==> src/rtl/mem_arb.sv <==
//==============================================================================
// Module   : mem_arb
// Brief    : CPU/DMA memory-bus arbiter with ROM wait states and RAM/ROM chip
//            selects. Define MEM_ARB_ROM_WAIT_EN to enable ROM read wait states.
// Revision : 1.0 - initial release
//==============================================================================
`default_nettype none

module mem_arb #(
    parameter int ROM_WAIT = 1,
    parameter int DMA_MAX  = 4
) (
    input  logic        clk,
    input  logic        reset_n,
    input  logic [15:0] cpu_ab,
    input  logic        cpu_we_n,
    output logic        cpu_rdy,
    input  logic        dma_req,
    input  logic [15:0] dma_ab,
    input  logic        dma_we_n,
    output logic        dma_gnt,
    output logic        dma_ack,
    output logic [15:0] AB,
    output logic        WE,
    output logic        RAM,
    output logic        ROM
);

    localparam logic       c_OWN_CPU  = 1'b0;
    localparam logic       c_OWN_DMA  = 1'b1;
    localparam logic [2:0] c_DMA_MAX  = 3'(DMA_MAX);
    localparam logic [15:0] c_ROM_BASE = 16'hD000;

    logic        r_owner;
    logic [2:0]  r_bcnt;
    logic [15:0] w_ab;
    logic        w_we_n;
    logic        w_rom_rd;
    logic        w_done;
    logic        w_grant_dma;

    always_comb begin
        w_ab   = cpu_ab;
        w_we_n = cpu_we_n;
        if (r_owner == c_OWN_DMA) begin
            w_ab   = dma_ab;
            w_we_n = dma_we_n;
        end
    end

    assign w_rom_rd = w_we_n && (w_ab >= c_ROM_BASE);

`ifdef MEM_ARB_ROM_WAIT_EN
    localparam logic [1:0] c_ROM_WAIT = 2'(ROM_WAIT);
    logic [1:0] r_wcnt;
    assign w_done = !w_rom_rd || (r_wcnt == c_ROM_WAIT);
`else
    assign w_done = 1'b1;
`endif

    // CPU always yields to a pending DMA; DMA keeps the bus until its burst is used up.
    assign w_grant_dma = dma_req && ((r_owner == c_OWN_CPU) || (r_bcnt < c_DMA_MAX));

    assign cpu_rdy = reset_n && w_done && (r_owner == c_OWN_CPU);
    assign dma_ack = reset_n && w_done && (r_owner == c_OWN_DMA);
    assign dma_gnt = reset_n && (r_owner == c_OWN_DMA);
    assign AB      = w_ab;
    assign WE      = !reset_n || w_we_n;
    assign RAM     = !reset_n || w_rom_rd;
    assign ROM     = !reset_n || !w_rom_rd;

    always_ff @(posedge clk) begin
        if (!reset_n) begin
            r_owner <= c_OWN_CPU;
            r_bcnt  <= 3'd0;
`ifdef MEM_ARB_ROM_WAIT_EN
            r_wcnt  <= 2'd0;
`endif
        end else if (w_done) begin
`ifdef MEM_ARB_ROM_WAIT_EN
            r_wcnt <= 2'd0;
`endif
            if (w_grant_dma) begin
                r_owner <= c_OWN_DMA;
                r_bcnt  <= (r_owner == c_OWN_CPU) ? 3'd1 : r_bcnt + 3'd1;
            end else begin
                r_owner <= c_OWN_CPU;
                r_bcnt  <= 3'd0;
            end
        end
`ifdef MEM_ARB_ROM_WAIT_EN
        else begin
            r_wcnt <= r_wcnt + 2'd1;
        end
`endif
    end

endmodule

`default_nettype wire

==> config.mk <==
export PLATFORM = sky130hd
export DESIGN_NAME = mem_arb
export DESIGN_NICKNAME = d
export VERILOG_FILES = /design/src/rtl/mem_arb.sv
export SDC_FILE = /design/constraint.sdc
export NUM_CORES = 1
export LEC_CHECK = 0
export BUFFER_PORTS_ARGS = -buffer_cell sky130_fd_sc_hd__buf_2
export CAP_MARGIN = 20
export CORE_MARGIN = 8
export CORE_UTILIZATION = 30
export DETAILED_ROUTE_END_ITERATION = 10
export PLACE_DENSITY_LB_ADDON = 0.12
export SETUP_SLACK_MARGIN = 0.3
export SLEW_MARGIN = 20
export SYNTH_ARGS = -nofsm -noshare
export SYNTH_HDL_FRONTEND = slang
export SYNTH_SLANG_ARGS = --single-unit
==> constraint.sdc <==
create_clock -name clk -period 4.02 [get_ports clk]
set_clock_uncertainty 0.05 [all_clocks]
set_input_delay 0.804 -clock clk [delete_from_list [all_inputs] [get_ports clk]]
set_output_delay 0.804 -clock clk [all_outputs]
set_load 0.05 [all_outputs]
; ---- Word-level counts from Yosys, hierarchy flattened
; Index checks and enable logic that the tools add are counted.
[totals]
regBits = 4
input_bits = 37
output_inout_bits = 22
[op_classes]
addsub = 1
order_cmp = 2
muxes = 4
bitwise = 1
n_reduce_logical = 12
[ops]
columns = operator, count
row1 = 16-bit >= comparator (second input constant), 1
row2 = 16-bit 2-to-1 mux, 1
row3 = 1-bit logical AND, 4
row4 = 1-bit logical OR, 4
row5 = 3-bit by 1-bit adder with 3-bit output (second input constant), 1
row6 = 3-bit less-than comparator (second input constant), 1
row7 = 1-bit 2-to-1 mux, 3
row8 = 3-bit AND reduction, 1
row9 = 1-bit zero test, 2
row10 = 2-bit AND reduction, 1
row11 = 1-bit NOT, 1

; ---- Logic depth before layout (Yosys ltp)
; Gate-level depths: netlist of run 1.
[depth]
ltp_word = 5
depth_mapped = 3
ltp_nobuf = 3

; ---- Worst setup path before layout of run 1
; OpenSTA, ideal clock, no wires.
[synth_path]
path_type = input to output
start = input port dma_we_n
end = output port RAM
arrival_ns = 2.174
path_slack_ns = 0.992
stages = 3
n_path_buf = 0
path_cell_list = nand2_1 -> o22a_1 -> o21ai_0
[synth_via]
elab_chain_len = 3
[synth_rtl]
columns = item, line
row1 = "start, declared", 20  ; input logic dma_we_n,
row2 = 1-bit 2-to-1 mux, 45  ; if (r_owner == c_OWN_DMA) begin
row3 = 1-bit logical AND, 51  ; assign w_rom_rd = w_we_n && (w_ab >= c_ROM_BASE);
row4 = 1-bit logical OR, 69  ; assign RAM = !reset_n || w_rom_rd;
row5 = "end, declared", 25  ; output logic RAM,
; Every way passes these cells.

; ---- Final worst setup path of run 1
[layout_path]
start = register r_owner
end = output port ROM
[layout_via]
elab_chain_len = 5
word_cells_on_any_way = 6
cone_classes = 1 x order compare / 2 x mux / 3 x reduce/logical
[layout_rtl]
columns = item, line
row1 = "start, declared", 34  ; logic r_owner;
row2 = "start signal, assigned", 74  ; r_owner <= c_OWN_CPU;
row3 = "start signal, assigned", 84  ; r_owner <= c_OWN_DMA;
row4 = "start signal, assigned", 87  ; r_owner <= c_OWN_CPU;
row5 = 16-bit 2-to-1 mux, 45
row6 = 16-bit >= comparator, 51
row7 = 1-bit logical AND (*), 51
row8 = 1-bit zero test (*), 70  ; assign ROM = !reset_n || !w_rom_rd;
row9 = 1-bit logical OR (*), 70
row10 = "end, declared", 26  ; output logic ROM
; Mark *: on every way between the ends. The rest lies on a longest branch, timed or not.

==> flow_metrics.py, run 1 <==
metrics = {
    "finish": {
        "drive_gt1_share_pct": 76.0,
        "final_util_pct": 55.9,
        "nFillCells": 138,
        "final_nets": 140,
        "antennaDiodeCount": 0,
        "instances_no_fill": 115,
        "layout-area-overhead-vs-synth_pct": 79.4,
    },
    "status": {
        "status": "complete, no violations",
    },
    "global_route": {
        "grt_pass1_wl_mm": 2.42,
        "antenna_found_initial": 0,
        "grt_remaining_overflow": 0,
        "grt_use_total_pct": 11.3,
        "grt_max_degree": 26,
        "grt_pass1_vias": 630,
    },
    "routing": {
        "drt_first_pass_iters": 1,
        "vias_per_cell": 4.79,
        "drtAntennaViolNets": 0,
        "first_iter_violations": 0,
        "wl_per_cell_um": 13.6,
        "drt-total-wl_mm": 1.57,
        "dr_total_vias": 551,
        "drc": 0,
    },
    "placement": {
        "hpwl_mm": 1.40,
        "dp_cells": 112,
        "numPortBuffers": 58,
        "finalWeightedCongestion": 0.753,
    },
    "clock_network": {
        "clkSinkCount": 4,
        "cts.path.max_buffers": 2,
        "holdBufCountCts": 0,
        "clk_latency_ps": 230,
        "tritoncts": "yes",
        "cts_max_level": 1,
        "cts_resized": 0,
        "cts.clk_slew.worst_paths_ps": 40,
        "root_buffer": "clkbuf_4",
        "numCtsBuffers": 3,
        "cts_setup_buffers": 0,
    },
    "timing": {
        "finalHoldViolations": 0,
        "worst_pin_slew_ps": 859,
        "maxSlewHeadroom_pct": 42.7,
        "period_needed_ps": 2940,
        "holdWs_ps": 403,
        "post-route-period-util_pct": 73.1,
        "fin_tns_setup_ps": 0,
        "rsz0062_at_grt": "false",
        "setup_viol": 0,
        "drv_slew": 0,
        "fmax_ghz": 0.340,
    },
    "yosys": {
        "syn-num-nets": 80,
        "seq_area_frac_synth_pct": 20.3,
        "avgSynthCellArea_um2": 9.41,
        "ys_warn_count": 0,
        "syn_area_um2": 395,
        "synth_seq_cells": 4,
        "synth.distinct_cells": 19,
        "syn_inst": 42,
    },
    "setup_path": {
        "endpoint_kind": "primary output",
        "r2r-start": "r_owner",
        "worst_r2r_endpoint": "r_bcnt[2]",
        "r2r_cells": 2,
        "startpoint_type": "flop",
        "worstPathRequired_ps": 3170,
        "r2r_slack_ps": 2570,
        "crit_fanout": 25,
        "cp.arrival_ps": 2090,
        "worstSetupPathType": "flop to primary output",
    },
    "hold_path": {
        "hp-class": "flop to flop",
        "min_from": "r_bcnt[2]",
        "hold_depth": 1,
        "whs_endpoint": "r_owner",
    },
    "power": {
        "ir_drop_mv": 0.152,
        "p_leak_nw": 0.387,
        "power_mw": 0.205,
        "power_density_nw_per_um2": 288,
    },
    "floorplanning": {
        "coreArea_um2": 1270,
        "start_util_pct": 31.2,
        "fp-row-count": 13,
        "dieArea_um2": 2740,
        "ios": 59,
        "dieWidth_um": 52.3,
        "die_y_um": 52.3,
    },
    "flow_run": {
        "maxCapViolations": 0,
    },
}
## power by group
| group | switching (mW) | internal [mW] |
|---|---|---|
| clock | 0.0154 | 0.0333 |
| combinational | 0.0734 | 0.0372 |
| sequential | 0.00414 | 0.0411 |
| total | 0.0929 | 0.112 |
## synth_stat cells, drive strengths merged
cell / instances / share of area, %
nor2: 2 / 1.9
nor3b: 1 / 1.9
a32oi: 1 / 2.2
mux2: 15 / 43
a21oi: 1 / 1.3
nand2b: 1 / 1.6
buf: 3 / 4.4
nand2: 2 / 1.9
dfxtp: 4 / 20
nand3: 1 / 1.3
and2: 3 / 4.7
o22a: 1 / 2.2
o21ai: 1 / 1.3
nor2b: 2 / 3.2
a21boi: 1 / 1.9
ha: 1 / 3.2
or3b: 1 / 2.2
a21o: 1 / 1.9
## stage by stage
stage	setup WS (ps)	cell area [µm²]
3_5_place_dp	1300	687
2_1_floorplan	992	395
6_report	1080	709
5_1_grt	898	709
3_3_place_gp	1340	687
4_1_cts	1050	709
## worst max-delay path, stage by stage, from the launching register on
cell and delay (ps):
dfxtp_1 870, nand2_1 150, o22a_1 250, or3b_1 360, buf_2 220
## state kept, by name, summed over array words and instances, names as in the netlist
name and flops:
r_bcnt 3, r_owner 1
## routing by layer
metal | track usage [%] | share of wire, % | up-vias
met5 | 0 | 0 | -
met4 | 4.74 | 0 | 0
met3 | 9.66 | 20 | 0
met2 | 19.4 | 47 | 40
met1 | 9.12 | 32 | 242
li1 | - | - | 269
## how the worst max path moves through the flow
stage                     startpoint   to  cells after the start
final                        r_owner  ROM                      4
after global routing         r_owner  ROM                      4
after CTS                    r_owner  ROM                      4
after detailed placement     r_owner  ROM                      4
after global placement       r_owner  ROM                      4
after floorplan             dma_we_n  RAM                      3
## cells in the final DEF, fill, tap and decap left out, types with 2 or more instances in the layout
master     n
buf_2     58
mux2_2    15
dfxtp_1    4
and2_1     3
clkbuf_4   3
nor2b_1    2
nand2_1    2
nor2_1     2
## cell type report
class / count / area (µm²) / area share, %
clock buffer: 3 / 22.5 / 3.17
multi-input combinational: 35 / 298 / 42.0
sequential: 4 / 80.1 / 11.3
tap: 15 / 18.8 / 2.65
timing repair buffer: 58 / 290 / 40.9
## cell families after synthesis
family                   Yosys count  share of synthesized area, %
multiplexers                      15                          42.7
AO/OA/AOI/OAI                      6                          10.8
flip-flops                         4                          20.3
buffers and inverters              3                          4.43
adder cells (fa/ha/maj)            1                          3.16
AND/OR/NAND/NOR                   13                          18.7
(Power assumes the default switching activity.)
==> inputs of run 2 (changes only) <==
--- a/config.mk
+++ b/config.mk
@@ -8,7 +8,7 @@
 export BUFFER_PORTS_ARGS = -buffer_cell sky130_fd_sc_hd__buf_2
 export CAP_MARGIN = 20
 export CORE_MARGIN = 8
-export CORE_UTILIZATION = 30
+export CORE_UTILIZATION = 25
 export DETAILED_ROUTE_END_ITERATION = 10
 export PLACE_DENSITY_LB_ADDON = 0.12
 export SETUP_SLACK_MARGIN = 0.3
==> constraint.sdc (replaced) <==
create_clock -name clk -period 2.36 [get_ports clk]
set_clock_uncertainty 0.05 [all_clocks]
set_input_delay 0.472 -clock clk [delete_from_list [all_inputs] [get_ports clk]]
set_output_delay 0.472 -clock clk [all_outputs]
set_load 0.05 [all_outputs]
==> flow_metrics.py, run 2 (same netlist as run 1, synthesis figures left out) <==
metrics = {
    "setup_path": {
        "worstPathRequired_ps": 1840,
        "path_cells": "buf_12 > nor2b_4 > a32oi_2 > or3b_1 > buf_6",
        "startpoint_type": "flop",
        "r2r_cells": 3,
        "endpoint_kind": "primary output",
        "r2r-start": "r_owner",
        "r2r_slack_ps": 1390,
        "worst_r2r_endpoint": "r_bcnt[1]",
        "cpPeakStageDelay_ps": 400,
        "worstSetupPathType": "flop to primary output",
        "crit_path_top_delay_cell": "or3b_1",
        "cp.arrival_ps": 1480,
        "crit_fanout": 12,
    },
    "placement": {
        "numPortBuffers": 58,
        "finalWeightedCongestion": 0.679,
        "dp_cells": 115,
        "hpwl_mm": 1.43,
    },
    "status": {
        "status": "complete, no violations",
    },
    "finish": {
        "final_nets": 144,
        "antennaDiodeCount": 0,
        "largest_register": "r_bcnt",
        "final_util_pct": 52.3,
        "most-common-layout-cells": "buf_2, mux2_2",
        "nFillCells": 154,
        "instances_no_fill": 120,
        "largest_reg_flops": 3,
        "drive_gt1_share_pct": 79.8,
        "reg.largest.list": "r_bcnt (3), r_owner (1)",
        "layout_commonest_cell": "buf_2",
        "layout-area-overhead-vs-synth_pct": 96.8,
    },
    "clock_network": {
        "cts.path.max_buffers": 2,
        "clkSinkCount": 4,
        "numCtsBuffers": 3,
        "cts_max_level": 1,
        "root_buffer": "clkbuf_4",
        "cts.clk_slew.worst_paths_ps": 40,
        "clk_latency_ps": 230,
        "tritoncts": "yes",
    },
    "timing": {
        "post-route-period-util_pct": 84.6,
        "fin_tns_setup_ps": 0,
        "maxSlewHeadroom_pct": 83.0,
        "setup_viol": 0,
        "fmax_ghz": 0.501,
        "drv_slew": 0,
        "period_needed_ps": 2000,
        "worst_pin_slew_ps": 256,
        "rsz0062_at_grt": "false",
        "holdWs_ps": 375,
        "finalHoldViolations": 0,
    },
    "floorplanning": {
        "start_util_pct": 26.6,
        "dieWidth_um": 55.8,
        "die_y_um": 55.8,
        "ios": 59,
        "fp-row-count": 14,
        "coreArea_um2": 1490,
        "dieArea_um2": 3110,
    },
    "routing": {
        "dr_total_vias": 535,
        "drc": 0,
        "drt_first_pass_iters": 2,
        "drt-total-wl_mm": 1.65,
        "first_iter_violations": 7,
        "drtAntennaViolNets": 0,
        "vias_per_cell": 4.46,
        "wl_per_cell_um": 13.8,
    },
    "power": {
        "power_density_nw_per_um2": 464,
        "power_mw": 0.361,
        "ir_drop_mv": 0.353,
        "p_leak_nw": 0.423,
    },
    "global_route": {
        "antenna_found_initial": 0,
        "grt_pass1_wl_mm": 2.50,
        "grt_max_degree": 13,
        "grt_remaining_overflow": 0,
        "grt_use_total_pct": 9.72,
        "grt_pass1_vias": 521,
    },
    "flow_run": {
        "maxCapViolations": 0,
    },
    "hold_path": {
        "whs_endpoint": "r_owner",
        "min_from": "r_bcnt[2]",
        "hold_depth": 1,
        "hp-class": "flop to flop",
    },
}
[run 2: worst max-delay path by stage]
stage	from	endpoint	slack [ps]	depth (start not counted)
4_1_cts	r_owner	ROM	310	4
2_1_floorplan	dma_we_n	RAM	380	3
6_report	r_owner	ROM	360	5
5_1_grt	r_owner	ROM	300	5
3_3_place_gp	r_owner	ROM	420	4
3_5_place_dp	r_owner	ROM	410	4
[run 2: worst max-delay path: cells and delay by family, from the launching register on]
family / cells / cell delay [ps]
AND/OR/NAND/NOR: 2 / 510
flip-flops: 1 / 360
buffers and inverters: 2 / 310
AO/OA/AOI/OAI: 1 / 60
[run 2: cell type report]
| class | instances | area, µm² | share of cell area, % |
|---|---|---|---|
| multi-input combinational | 35 | 313 | 40.2 |
| sequential | 4 | 83.8 | 10.8 |
| clock buffer | 3 | 22.5 | 2.89 |
| timing repair buffer | 62 | 339 | 43.6 |
| tap | 16 | 20.0 | 2.57 |
[run 2: report_power, final]
| group | internal (mW) | switching [mW] | leakage (nW) |
|---|---|---|---|
| logic | 0.0723 | 0.133 | 0.376 |
| registers | 0.0697 | 0.00218 | 0.0334 |
| clock network | 0.0568 | 0.0270 | 0.0138 |
[run 2: layer usage]
layer  GRT usage [%]  routed length [µm]
met3            7.31                 194
met5               0                   0
met2            16.3                 831
met1            8.87                 619
met4            3.17                   8
[run 2: metrics by stage]
stage	worst slack, ps	instance area [µm²]
after floorplan	376	395
after global placement	421	703
after detailed placement	409	703
after CTS	311	736
after global routing	301	778
final	362	778
[run 2: what timing repair did]
| item | in CTS | in global routing |
|---|---|---|
| buffers inserted | 0 | 2 |
| gates resized for setup | 4 | 6 |
| pin swaps | 0 | 1 |
| endpoints found under the hold margin | 0 | 0 |
| hold buffers | 0 | 0 |
| endpoints found under the setup margin | 2 | 1 |
==> inputs of run 3 (changes only) <==
==> constraint.sdc (replaced) <==
create_clock -name clk -period 1.8 [get_ports clk]
set_clock_uncertainty 0.05 [all_clocks]
set_input_delay 0.36 -clock clk [delete_from_list [all_inputs] [get_ports clk]]
set_output_delay 0.36 -clock clk [all_outputs]
set_load 0.05 [all_outputs]
==> flow_metrics.py, run 3 (same netlist as run 1, synthesis figures left out) <==
metrics = {
    "status": {
        "status": "finished, violations left",
        "violations": "negative setup slack",
    },
    "setup_path": {
        "startpoint_type": "flop",
        "crit_path_end": "ROM",
        "crit_fanout": 6,
        "worstPathRequired_ps": 1390,
        "cpPeakStageDelay_ps": 390,
        "worstSetupPathType": "flop to primary output",
        "crit_start": "r_owner",
        "cp.arrival_ps": 1470,
        "worst_r2r_endpoint": "r_bcnt[0]",
        "r2r_slack_ps": 690,
        "crit_path_top_delay_cell": "or3b_4",
        "path_cells": "nand2b_4 > o22a_1 > or3b_4 > buf_8",
        "path_depth": 4,
        "r2r-start": "r_owner",
        "crit_buf_inv": 1,
        "cp_top_family": "simple AND/OR/NAND/NOR gates",
        "endpoint_kind": "primary output",
        "r2r_cells": 4,
    },
    "clock_network": {
        "cts.clk_slew.worst_paths_ps": 40,
        "cts_max_level": 1,
        "numCtsBuffers": 3,
        "cts.path.max_buffers": 2,
        "clkSinkCount": 4,
        "root_buffer": "clkbuf_4",
        "clk_latency_ps": 240,
        "tritoncts": "yes",
        "holdBufCountCts": 0,
    },
    "floorplanning": {
        "ios": 59,
        "start_util_pct": 26.6,
        "coreArea_um2": 1490,
        "dieWidth_um": 55.8,
        "die_y_um": 55.8,
        "dieArea_um2": 3110,
        "fp-row-count": 14,
    },
    "timing": {
        "period_needed_ps": 1880,
        "maxSlewHeadroom_pct": 82.0,
        "holdWs_ps": 343,
        "drv_slew": 0,
        "rsz0062_at_grt": "true",
        "worst_pin_slew_ps": 270,
        "finalHoldViolations": 0,
        "setup_viol": 1,
        "post-route-period-util_pct": 104,
        "fin_ws_ps": -80.4,
        "fmax_ghz": 0.532,
    },
    "global_route": {
        "grt_use_total_pct": 14.1,
        "antenna_found_initial": 0,
        "grt_max_degree": 7,
        "grt_remaining_overflow": 0,
        "grt_pass1_vias": 761,
        "grt_pass1_wl_mm": 3.51,
    },
    "finish": {
        "largest_reg_flops": 3,
        "most-common-layout-cells": "buf_2, buf_8, buf_6",
        "multiInputGateArea_um2": 349,
        "antennaDiodeCount": 0,
        "reg.largest.list": "r_bcnt (3), r_owner (1)",
        "layout-area-overhead-vs-synth_pct": 164,
        "layout_commonest_cell": "buf_2",
        "drive_gt1_share_pct": 84.4,
        "largest_register": "r_bcnt",
        "instances_no_fill": 125,
        "nFillCells": 111,
        "final_nets": 149,
        "seqCellArea_um2": 83.8,
    },
    "power": {
        "cell_internal_pwr_mw": 0.337,
        "swShare_pct": 41.7,
        "p_switching_mw": 0.241,
        "p_leak_nw": 0.543,
        "comb_power_share_pct": 63.9,
        "p_seq_share_pct": 16.2,
        "power_mw": 0.579,
        "clock_power_share_pct": 19.9,
        "ir_drop_mv": 0.460,
        "power_density_nw_per_um2": 554,
    },
    "routing": {
        "first_iter_violations": 5,
        "drc": 0,
        "drt_first_pass_iters": 2,
        "drt-total-wl_mm": 2.12,
        "dr_total_vias": 600,
        "vias_per_cell": 4.80,
        "drtAntennaViolNets": 0,
        "wl_per_cell_um": 16.9,
    },
    "placement": {
        "numPortBuffers": 58,
        "finalWeightedCongestion": 0.694,
        "dp_cells": 116,
        "hpwl_mm": 1.45,
    },
    "flow_run": {
        "maxCapViolations": 0,
    },
    "hold_path": {
        "hp-class": "input port to flop",
        "hold_depth": 3,
    },
}
-- run 3: cell count changes in the layout (fill, tap and decap cells not counted), moves of 2 or more --
cell	delta
buf_2	-21
buf_4	+2
buf_6	+11
buf_8	+12
mux2_2	-8
mux2_4	+8
nor2b_2	+2
-- run 3: how the worst min path moves through the flow --
| stage | startpoint | end | slack, ps |
|---|---|---|---|
| 6_report | dma_req | r_owner | 340 |
| 5_1_grt | dma_req | r_owner | 360 |
| 4_1_cts | dma_req | r_owner | 330 |
| 3_5_place_dp | r_bcnt[2] | r_owner | 390 |
| 3_3_place_gp | r_bcnt[2] | r_owner | 380 |
| 2_1_floorplan | r_bcnt[2] | r_owner | 360 |
-- run 3: worst register-to-register path, stage by stage (launching register included) --
cell and delay (ps):
dfxtp_4 350, buf_4 160, buf_16 130, a21oi_1 150, a21boi_0 190
-- run 3: power by group through the flow --
stage / registers [mW] / clock network, mW / logic (mW)
after floorplan: 0.0953 / 0 / 0.187
after detailed placement: 0.0963 / 0 / 0.265
after CTS: 0.0938 / 0.119 / 0.365
after global placement: 0.0965 / 0 / 0.263
after global routing: 0.0941 / 0.129 / 0.387
final: 0.0939 / 0.115 / 0.370
-- run 3: what timing repair did --
| item | CTS | global route |
|---|---|---|
| buffers inserted | 5 | 0 |
| pin swaps | 2 | 1 |
| resized for setup | 68 | 2 |
| setup endpoints to repair | 22 | 22 |
| cloned | 1 | 0 |
-- run 3: area by class of cell --
type                    instances  area share, %
multi-input cells              35           33.5
repair buffers                 67           54.4
well taps                      16           1.92
clock buffers                   3           2.16
flip-flops and latches          4           8.03
-- run 3: through the flow --
stage / instance area [µm²] / utilization (%) / TNS, ps / setup slack [ps]
2_1_floorplan: 408 / - / 0 / 271
3_3_place_gp: 723 / 48.6 / 0 / 84.1
3_5_place_dp: 723 / 48.6 / 0 / 79.5
4_1_cts: 1040 / 69.7 / -67.8 / -67.8
5_1_grt: 1040 / 70.1 / -304 / -124
6_report: 1040 / 70.1 / -80.4 / -80.4
-- run 3: metal layers --
layer | track usage [%] | part of all wire (%)
met5 | 0 | 0
met4 | 3.87 | 0.57
met3 | 11.6 | 15
met2 | 24.7 | 52
met1 | 11.6 | 33
